## src/rtl/stopwatch_display_pkg.sv

```systemverilog
// Shared constants for the stopwatch display: common-anode segment patterns
// (seg[6:0] = g..a, active-low) and the digit index type.
package stopwatch_display_pkg;

    localparam logic [6:0] SEG_0 = 7'b1000000;
    localparam logic [6:0] SEG_1 = 7'b1111001;
    localparam logic [6:0] SEG_2 = 7'b0100100;
    localparam logic [6:0] SEG_3 = 7'b0110000;
    localparam logic [6:0] SEG_4 = 7'b0011001;
    localparam logic [6:0] SEG_5 = 7'b0010010;
    localparam logic [6:0] SEG_6 = 7'b0000010;
    localparam logic [6:0] SEG_7 = 7'b1111000;
    localparam logic [6:0] SEG_8 = 7'b0000000;
    localparam logic [6:0] SEG_9 = 7'b0010000;
    localparam logic [6:0] SEG_E = 7'b0000110;

    // Full 8-bit blank (all segments and dp dark).
    localparam logic [7:0] SEG_BLANK = 8'hFF;
    localparam logic [3:0] AN_BLANK  = 4'b1111;

    // Digit index; the value equals the anode bit it selects.
    typedef enum logic [1:0] {
        DIG_MSEC_L = 2'd0,
        DIG_MSEC_H = 2'd1,
        DIG_SEC_L  = 2'd2,
        DIG_SEC_H  = 2'd3
    } digit_idx_t;

endpackage

```

## src/rtl/stopwatch_display_bcd_to_seg.sv

```systemverilog
// Combinational BCD to 7-segment decoder; any value above 9 shows "E".
module bcd_to_seg
    import stopwatch_display_pkg::*;
(
    input  logic [3:0] bcd,
    output logic [6:0] seg
);

    // Pattern lookup; out-of-range codes fall through to the error glyph.
    always_comb begin
        seg = SEG_E;
        case (bcd)
            4'd0:    seg = SEG_0;
            4'd1:    seg = SEG_1;
            4'd2:    seg = SEG_2;
            4'd3:    seg = SEG_3;
            4'd4:    seg = SEG_4;
            4'd5:    seg = SEG_5;
            4'd6:    seg = SEG_6;
            4'd7:    seg = SEG_7;
            4'd8:    seg = SEG_8;
            4'd9:    seg = SEG_9;
            default: seg = SEG_E;
        endcase
    end

endmodule

```

## src/rtl/stopwatch_display.sv

```systemverilog
// Four-digit multiplexed stopwatch display driver with per-frame shadowing,
// leading-zero blanking, overflow blink and registered an/seg outputs.
module stopwatch_display
    import stopwatch_display_pkg::*;
#(
    parameter int unsigned SCAN_DIV   = 1,
    parameter int unsigned BLINK_HALF = 250
) (
    input  logic       clk_1khz,
    input  logic       rst_n,
    input  logic       disp_en,
    input  logic [2:0] time_sec_h,
    input  logic [3:0] time_sec_l,
    input  logic [3:0] time_msec_h,
    input  logic [3:0] time_msec_l,
    input  logic       time_out,
    output logic [3:0] an,
    output logic [7:0] seg
);

    logic [7:0] div_r;
    digit_idx_t idx_r;
    logic       step_s;
    logic       frame_wrap_s;

    logic [2:0] sh_sec_h_r;
    logic [3:0] sh_sec_l_r;
    logic [3:0] sh_msec_h_r;
    logic [3:0] sh_msec_l_r;
    logic       sh_to_r;
    logic       to_next_s;

    logic [9:0] blink_cnt_r;
    logic       blink_on_r;

    logic [3:0] digit_s;
    logic [3:0] an_sel_s;
    logic       dp_s;
    logic       lz_s;
    logic [6:0] seg7_s;
    logic [3:0] an_next_s;
    logic [7:0] seg_next_s;

    assign step_s       = (div_r == 8'(SCAN_DIV - 1));
    assign frame_wrap_s = step_s && (idx_r == DIG_SEC_H);
    // The overflow flag seen after this edge; a wrap coinciding with a rise
    // takes the new value.
    assign to_next_s    = frame_wrap_s ? time_out : sh_to_r;

    // Scan divider and digit index.
    always_ff @(posedge clk_1khz or negedge rst_n) begin
        if (!rst_n) begin
            div_r <= 8'd0;
            idx_r <= DIG_MSEC_L;
        end else if (step_s) begin
            div_r <= 8'd0;
            idx_r <= digit_idx_t'(idx_r + 2'd1);
        end else begin
            div_r <= div_r + 8'd1;
        end
    end

    // Shadow capture at the frame boundary so a frame never tears.
    always_ff @(posedge clk_1khz or negedge rst_n) begin
        if (!rst_n) begin
            sh_sec_h_r  <= 3'd0;
            sh_sec_l_r  <= 4'd0;
            sh_msec_h_r <= 4'd0;
            sh_msec_l_r <= 4'd0;
            sh_to_r     <= 1'b0;
        end else if (frame_wrap_s) begin
            sh_sec_h_r  <= time_sec_h;
            sh_sec_l_r  <= time_sec_l;
            sh_msec_h_r <= time_msec_h;
            sh_msec_l_r <= time_msec_l;
            sh_to_r     <= time_out;
        end else begin
            sh_sec_h_r  <= sh_sec_h_r;
            sh_sec_l_r  <= sh_sec_l_r;
            sh_msec_h_r <= sh_msec_h_r;
            sh_msec_l_r <= sh_msec_l_r;
            sh_to_r     <= sh_to_r;
        end
    end

    // Blink timer: runs only while the captured overflow flag stays high,
    // otherwise parked at 0 with the display on.
    always_ff @(posedge clk_1khz or negedge rst_n) begin
        if (!rst_n) begin
            blink_cnt_r <= 10'd0;
            blink_on_r  <= 1'b1;
        end else if (!sh_to_r || !to_next_s) begin
            blink_cnt_r <= 10'd0;
            blink_on_r  <= 1'b1;
        end else if (blink_cnt_r == 10'(BLINK_HALF - 1)) begin
            blink_cnt_r <= 10'd0;
            blink_on_r  <= ~blink_on_r;
        end else begin
            blink_cnt_r <= blink_cnt_r + 10'd1;
            blink_on_r  <= blink_on_r;
        end
    end

    // Select the shadow digit, anode pattern, dp and leading-zero flag.
    always_comb begin
        digit_s  = 4'd0;
        an_sel_s = AN_BLANK;
        dp_s     = 1'b1;
        lz_s     = 1'b0;
        case (idx_r)
            DIG_MSEC_L: begin
                digit_s  = sh_msec_l_r;
                an_sel_s = 4'b1110;
            end
            DIG_MSEC_H: begin
                digit_s  = sh_msec_h_r;
                an_sel_s = 4'b1101;
            end
            DIG_SEC_L: begin
                digit_s  = sh_sec_l_r;
                an_sel_s = 4'b1011;
                dp_s     = 1'b0;
            end
            DIG_SEC_H: begin
                // Tens of seconds above 5 is invalid; force the error glyph.
                digit_s  = (sh_sec_h_r > 3'd5) ? 4'hF : {1'b0, sh_sec_h_r};
                an_sel_s = 4'b0111;
                lz_s     = (sh_sec_h_r == 3'd0);
            end
            default: begin
                digit_s  = 4'd0;
                an_sel_s = AN_BLANK;
            end
        endcase
    end

    bcd_to_seg u_bcd_to_seg (
        .bcd (digit_s),
        .seg (seg7_s)
    );

    // Blank precedence: disable, then blink-off, then leading zero.
    always_comb begin
        an_next_s  = AN_BLANK;
        seg_next_s = SEG_BLANK;
        if (!disp_en) begin
            an_next_s  = AN_BLANK;
            seg_next_s = SEG_BLANK;
        end else if (!blink_on_r) begin
            an_next_s  = AN_BLANK;
            seg_next_s = SEG_BLANK;
        end else if (lz_s) begin
            an_next_s  = AN_BLANK;
            seg_next_s = SEG_BLANK;
        end else begin
            an_next_s  = an_sel_s;
            seg_next_s = {dp_s, seg7_s};
        end
    end

    // Registered display outputs; reset blanks them without a clock.
    always_ff @(posedge clk_1khz or negedge rst_n) begin
        if (!rst_n) begin
            an  <= AN_BLANK;
            seg <= SEG_BLANK;
        end else begin
            an  <= an_next_s;
            seg <= seg_next_s;
        end
    end

endmodule

```

## config.mk

```make
export PLATFORM = sky130hd
export DESIGN_NAME = stopwatch_display
export DESIGN_NICKNAME = d
export VERILOG_FILES = /design/src/rtl/stopwatch_display_pkg.sv /design/src/rtl/stopwatch_display_bcd_to_seg.sv /design/src/rtl/stopwatch_display.sv
export SDC_FILE = /design/constraint.sdc
export NUM_CORES = 1
export LEC_CHECK = 0
export CORE_MARGIN = 2
export CORE_UTILIZATION = 54
export CTS_CLUSTER_DIAMETER = 200
export DETAILED_ROUTE_END_ITERATION = 12
export PLACE_DENSITY = 0.83
export SLEW_MARGIN = 20
export SYNTH_ARGS = -nofsm -noshare
export SYNTH_HDL_FRONTEND = slang
export SYNTH_SLANG_ARGS = --single-unit
```

## constraint.sdc

```tcl
create_clock -name clk_1khz -period 2.4 [get_ports clk_1khz]
set_input_delay 0.48 -clock clk_1khz [delete_from_list [all_inputs] [get_ports clk_1khz]]
set_output_delay 0.48 -clock clk_1khz [all_outputs]
set_load 0.05 [all_outputs]
```

Yosys cells after proc, flatten, opt, wreduce, memory -nomap -nowiden
Memories as Yosys holds them, arrays and structs flattened.
Cells that the tools add are included.

storage, ports and cells
  register bits after elaboration = 49
  bits in read-only memories = 112
  input port bits = 19
  output and inout port bits = 12
  logic and storage cells = 46
  memories = 1

memory list
  memory            words  bits a word  read ports  clocked after memory_dff  write ports  RTL line                            source
  (name not given)  16     7            1           0                         0            stopwatch_display_bcd_to_seg.sv:12  case (bcd)

operators by class
  $add $sub $neg = 3
  magnitude comparators = 1
  equal/unequal tests = 4
  multiplexer cells = 17
  bitwise logic cells = 1
  reduce and logical (&&, ||, !) cells = 8

operators by type and width
  cell                   count
  $mux 8                 4
  $pmux 4 s4             2
  $mux 10                2
  $mux 4                 4
  $add 10x1->10 const B  1
  $eq 10x8->1 const B    1
  $add 8x1->8 const B    1
  $logic_not 8->1        1
  $mux 1                 5
  $eq 2x2->1 const B     2
  $gt 3x3->1 const B     1
  $logic_not 3->1        1
  $add 2x1->2 const B    1
  $eq 2x1->1 const B     1
  $logic_not 1->1        2
  $logic_not 2->1        1
  $reduce_bool 2->1      1
  $logic_and 1x1->1      1
  $logic_or 1x1->1       1
  $not 1->1              1

Depth between registers and ports, before layout
An unclocked memory read counts as a cell.

  word-level depth = 7
  gate-level depth with buffers = 9
  gate-level depth less buffers = 8

Cells and area by module
From an unflattened synthesis, not the netlist that was laid out.

unflattened totals
  cell total of the unflattened synthesis = 199
  area, all modules = 2396.0 sq um

by module, submodules not included
  module             instances  cells an instance  area an instance (sq um)  sequential area each (sq um)
  stopwatch_display  1          172                2209.6                    1216.2
  bcd_to_seg         1          27                 186.4                     0.0

Worst setup path after synthesis
OpenSTA, ideal clock, no wires.

  path type = register -> register
  from = reg idx_r[0]
  to = reg seg[3]
  setup time = 0.091 ns
  arrival = 1.988 ns
  path slack = 0.321 ns
  stages on the path, launching flop included = 9
  period minus slack after synthesis = 2.079 ns
  cell sequence = dfrtp_1 inv_1 ha_1 clkbuf_1 mux2i_1 inv_1 ha_1 and2_1 o31ai_1

on the way
  word-level cells in the longest chain between the ends = 6
  elaborated cells between the ends (all ways) = 10

RTL lines
  item                                      RTL line                  source
  start, declared                           stopwatch_display.sv:22   digit_idx_t idx_r;
  start signal, assigned                    stopwatch_display.sv:57   idx_r <= digit_idx_t'(idx_r + 2'd1);
  $eq 2x2->1, or another cell as far along  stopwatch_display.sv:110  case (idx_r)
  $pmux 4 s4                                stopwatch_display.sv:110
  $mem_v2 16x7                              n/a
  $mux 8 *                                  stopwatch_display.sv:152  end else if (lz_s) begin
  $mux 8 *                                  stopwatch_display.sv:149  end else if (!blink_on_r) begin
  $mux 8 *                                  stopwatch_display.sv:146  if (!disp_en) begin
  net seg_next_s[3]                         stopwatch_display.sv:42   logic [7:0] seg_next_s;
  end signal, assigned                      stopwatch_display.sv:168  seg <= seg_next_s;
  end, declared                             stopwatch_display.sv:18   output logic [7:0] seg

The timed path passes the listed nets; every way through them passes the cells marked *.
A chain may end at the register's enable or synchronous reset.

Final worst setup path
  from = reg idx_r[0]
  to = reg seg[1]

The elaborated chain is that of the path after synthesis.

==> key figures <==
Job
  • Max cap viols: 0

Clock network
  • CTS tree: built
  • CTS root buffer: clkbuf_8
  • Skew-Pair Late Insertion Delay: 0.29 ns
  • TritonCTS Sinks: 48
  • CTS max path bufs: 2
  • CTS buffer count: 5
  • H-tree depth: 2
  • Clock slew at reported path FFs: 0.08 ns

Synthesis
  • Ys flop type: dfrtp_1
  • Simple logic cell fraction of the synthesized area: 13.1%
  • Syn nets: 221
  • Compound-Gate Fraction of Synth Area: 6.87%
  • Post-Synth Adder-Cell Area: 7.46%
  • Synth cell count leaders: 36 x dfrtp_1, 14 x ha_1, 14 x nor2_1
  • Multiplexer share of the synthesized area: 11.5%
  • EDFF count, synth: 0
  • Syn Std Cell Area: 0.00235 mm²
  • Ys Warns: 0
  • Ys async rst share: 100%
  • Yosys cell types: 39
  • Sequential-to-total area share from yosys stat: 51.8%
  • Avg Inst Size Synth: 12.5 µm²
  • Main combinational cell family by area after synthesis: simple AND/OR/NAND/NOR gates
  • Synth area leader: dfrtp_1
  • FF+latch count, synth: 48
  • Top post-synthesis cells by area: dfrtp_1 38%, dfstp_2 13%, ha_1 7.5%
  • Most common cell in the netlist: dfrtp_1
  • Share of the synthesized area in the top cell type: 38.4%
  • Syn Inst Count: 188
  • Synth Area in XOR/XNOR: 5.97%

GRT
  • Largest net degree at the start of global routing: 26
  • Global Route Usage Sum: 18.7%
  • Remaining Overflow, GRT: 0
  • Vias in the first global route: 1551
  • Initial antenna violation count: 0
  • First-pass GRT wire length: 7250 µm

Critical path
  • Crit path kind: flip-flop to flip-flop
  • CP startpoint kind: flip-flop
  • R2R setup slack: 0.13 ns
  • Req. time, crit path: 2.59 ns
  • Worst Path Max Fanout: 6
  • CP Capture Type: flip-flop
  • WP data arrival: 2.46 ns

Place
  • Post-placement cell count: 267
  • # port buffers: 30
  • Routability cong.: 0.754
  • DP Wirelength: 3100 µm

Min path
  • Worst hold path class: primary input to asynchronous set/reset pin

Routing
  • # DRC: 0
  • DR pass1 iterations: 4
  • Final WL: 4130 µm
  • Antenna viol nets, final: 0
  • Via-per-instance ratio: 5.44
  • DR vias: 1496
  • DR iter-0 viols: 107
  • Avg WL per Cell: 15.0 µm

Pwr
  • Maximum VDD drop: 0.000392 V
  • Pwr Density: 530 mW/mm²
  • Leakage: 1.26 nW

Timing
  • Setup TNS Final: 0 ns
  • Hold_ws: 0.174 ns
  • Slew Viols, Final: 0
  • Tmin final: 2.27 ns
  • Tcrit/Tclk final: 94.6%
  • Final Hold Fails: 0
  • Tightest Pin Transition: 0.590 ns
  • Final setup fails: 0
  • Unrepaired setup endpoints after global routing: false
  • Max_slew headroom: 59.9%
  • Fmax achieved: 441 MHz
  • Setup Skew: 0.00871 ns

Die
  • Width of the die: 69.9 µm
  • Starting Density: 57.5%
  • Die height: 69.9 µm
  • I/O pins: 31
  • Core footprint: 0.00409 mm²
  • Die area: 0.00489 mm²
  • Row count: 23

Layout
  • Layout cells sized above 1: 21.3%
  • N_diodes: 0
  • Post-layout util: 68.4%
  • Final net count: 257
  • Final cell count without fillers: 275
  • Area Overhead vs Synth: 19.1%

Run status
  • Status: finished clean
==> cell type report <==
| cell class | count | area (µm²) |
|---|---|---|
| multi-input cells | 124 | 1060 |
| flip-flops and latches | 48 | 1220 |
| clock buffers | 7 | 76.3 |
| fillers | 306 | 1290 |
| well taps | 50 | 62.6 |
| inverters | 12 | 45.0 |
| repair buffers | 33 | 330 |
| clock inverters | 1 | 5.00 |
==> cell usage in the layout (no fill, tap or decap), types with 2 or more instances in the layout <==
cell type and n:
and3_1 3, buf_4 2, xor2_1 5, nor4b_1 2
o31ai_1 2, a21oi_1 3, nand2_1 6, mux2_4 10
nor2_1 14, o211ai_1 2, mux2_2 8, xnor2_1 11
nand4_1 2, ha_1 14, o21ai_0 4, dfrtp_1 36
a222oi_1 3, clkbuf_1 2, inv_1 12, nor2b_1 4
mux2i_2 2, clkbuf_8 5, a22o_1 2, and2_1 2
dfstp_2 12, nand3_1 11, clkdlybuf4s50_1 29
==> state kept, by name, indices dropped and copies added, names as in the netlist <==
| register | flops |
|---|---|
| sh_to_r | 1 |
| sh_msec_l_r | 4 |
| seg | 8 |
| sh_sec_h_r | 3 |
| idx_r | 2 |
| sh_msec_h_r | 4 |
| an | 3 |
| blink_on_r | 1 |
| blink_cnt_r | 10 |
| sh_sec_l_r | 4 |
| div_r | 8 |
==> where the power goes <==
part | switching (mW) | leakage, nW | internal, mW
clock network | 0.248 | 0.0422 | 0.205
registers | 0.0163 | 0.586 | 0.841
logic | 0.0908 | 0.634 | 0.0811
total | 0.355 | 1.26 | 1.13
==> worst paths after layout <==
kind	from	end	depth (start not counted)
setup / recovery	idx_r[0]	seg[1]	8
hold / removal	rst_n	sh_msec_h_r[1]	1
setup reg to reg	idx_r[0]	seg[1]	8
hold reg to reg	blink_cnt_r[0]	blink_cnt_r[0]	1
max in group asynchronous	rst_n	seg[7]	2
min in group clk_1khz	blink_cnt_r[0]	blink_cnt_r[0]	1
==> per-layer routing <==
layer | wire, µm | track usage [%]
met5 | 0 | 0
met4 | 53 | 5.34
met3 | 162 | 4.18
met2 | 2040 | 31.1
met1 | 1870 | 24.7
==> cell families after synthesis <==
logic type	Yosys count
compound gates	21
xor+xnor	16
fa+ha+maj	14
buf+inv	16
flops	48
mux	21
simple gates	52
==> stage by stage <==
step | area [µm²] | power [mW] | worst slack [ns]
after floorplan | 2350 | 0.962 | 0.321
after global placement | 2710 | 1.04 | 0.172
after detailed placement | 2710 | 1.04 | 0.0956
after CTS | 2790 | 1.49 | 0.0444
after global routing | 2800 | 1.54 | 0.0216
final | 2800 | 1.48 | 0.130
==> critical path, stage by stage, from the launching register on <==
cell and delay, ns:
dfrtp_1 0.44, inv_1 0.11, ha_1 0.26, a222oi_1 0.41
mux2i_2 0.21, ha_1 0.33, inv_1 0.05, a21oi_1 0.06
o21ai_0 0.29
==> repair_timing <==
action / 4_1_cts / 5_1_grt
resized for setup: 0 / 2
hold endpoints to repair: 0 / 0
hold buffers: 0 / 0
endpoints found under the setup margin: 0 / 3
setup buffers: 0 / 0
Power figures use the tool's default switching activity.
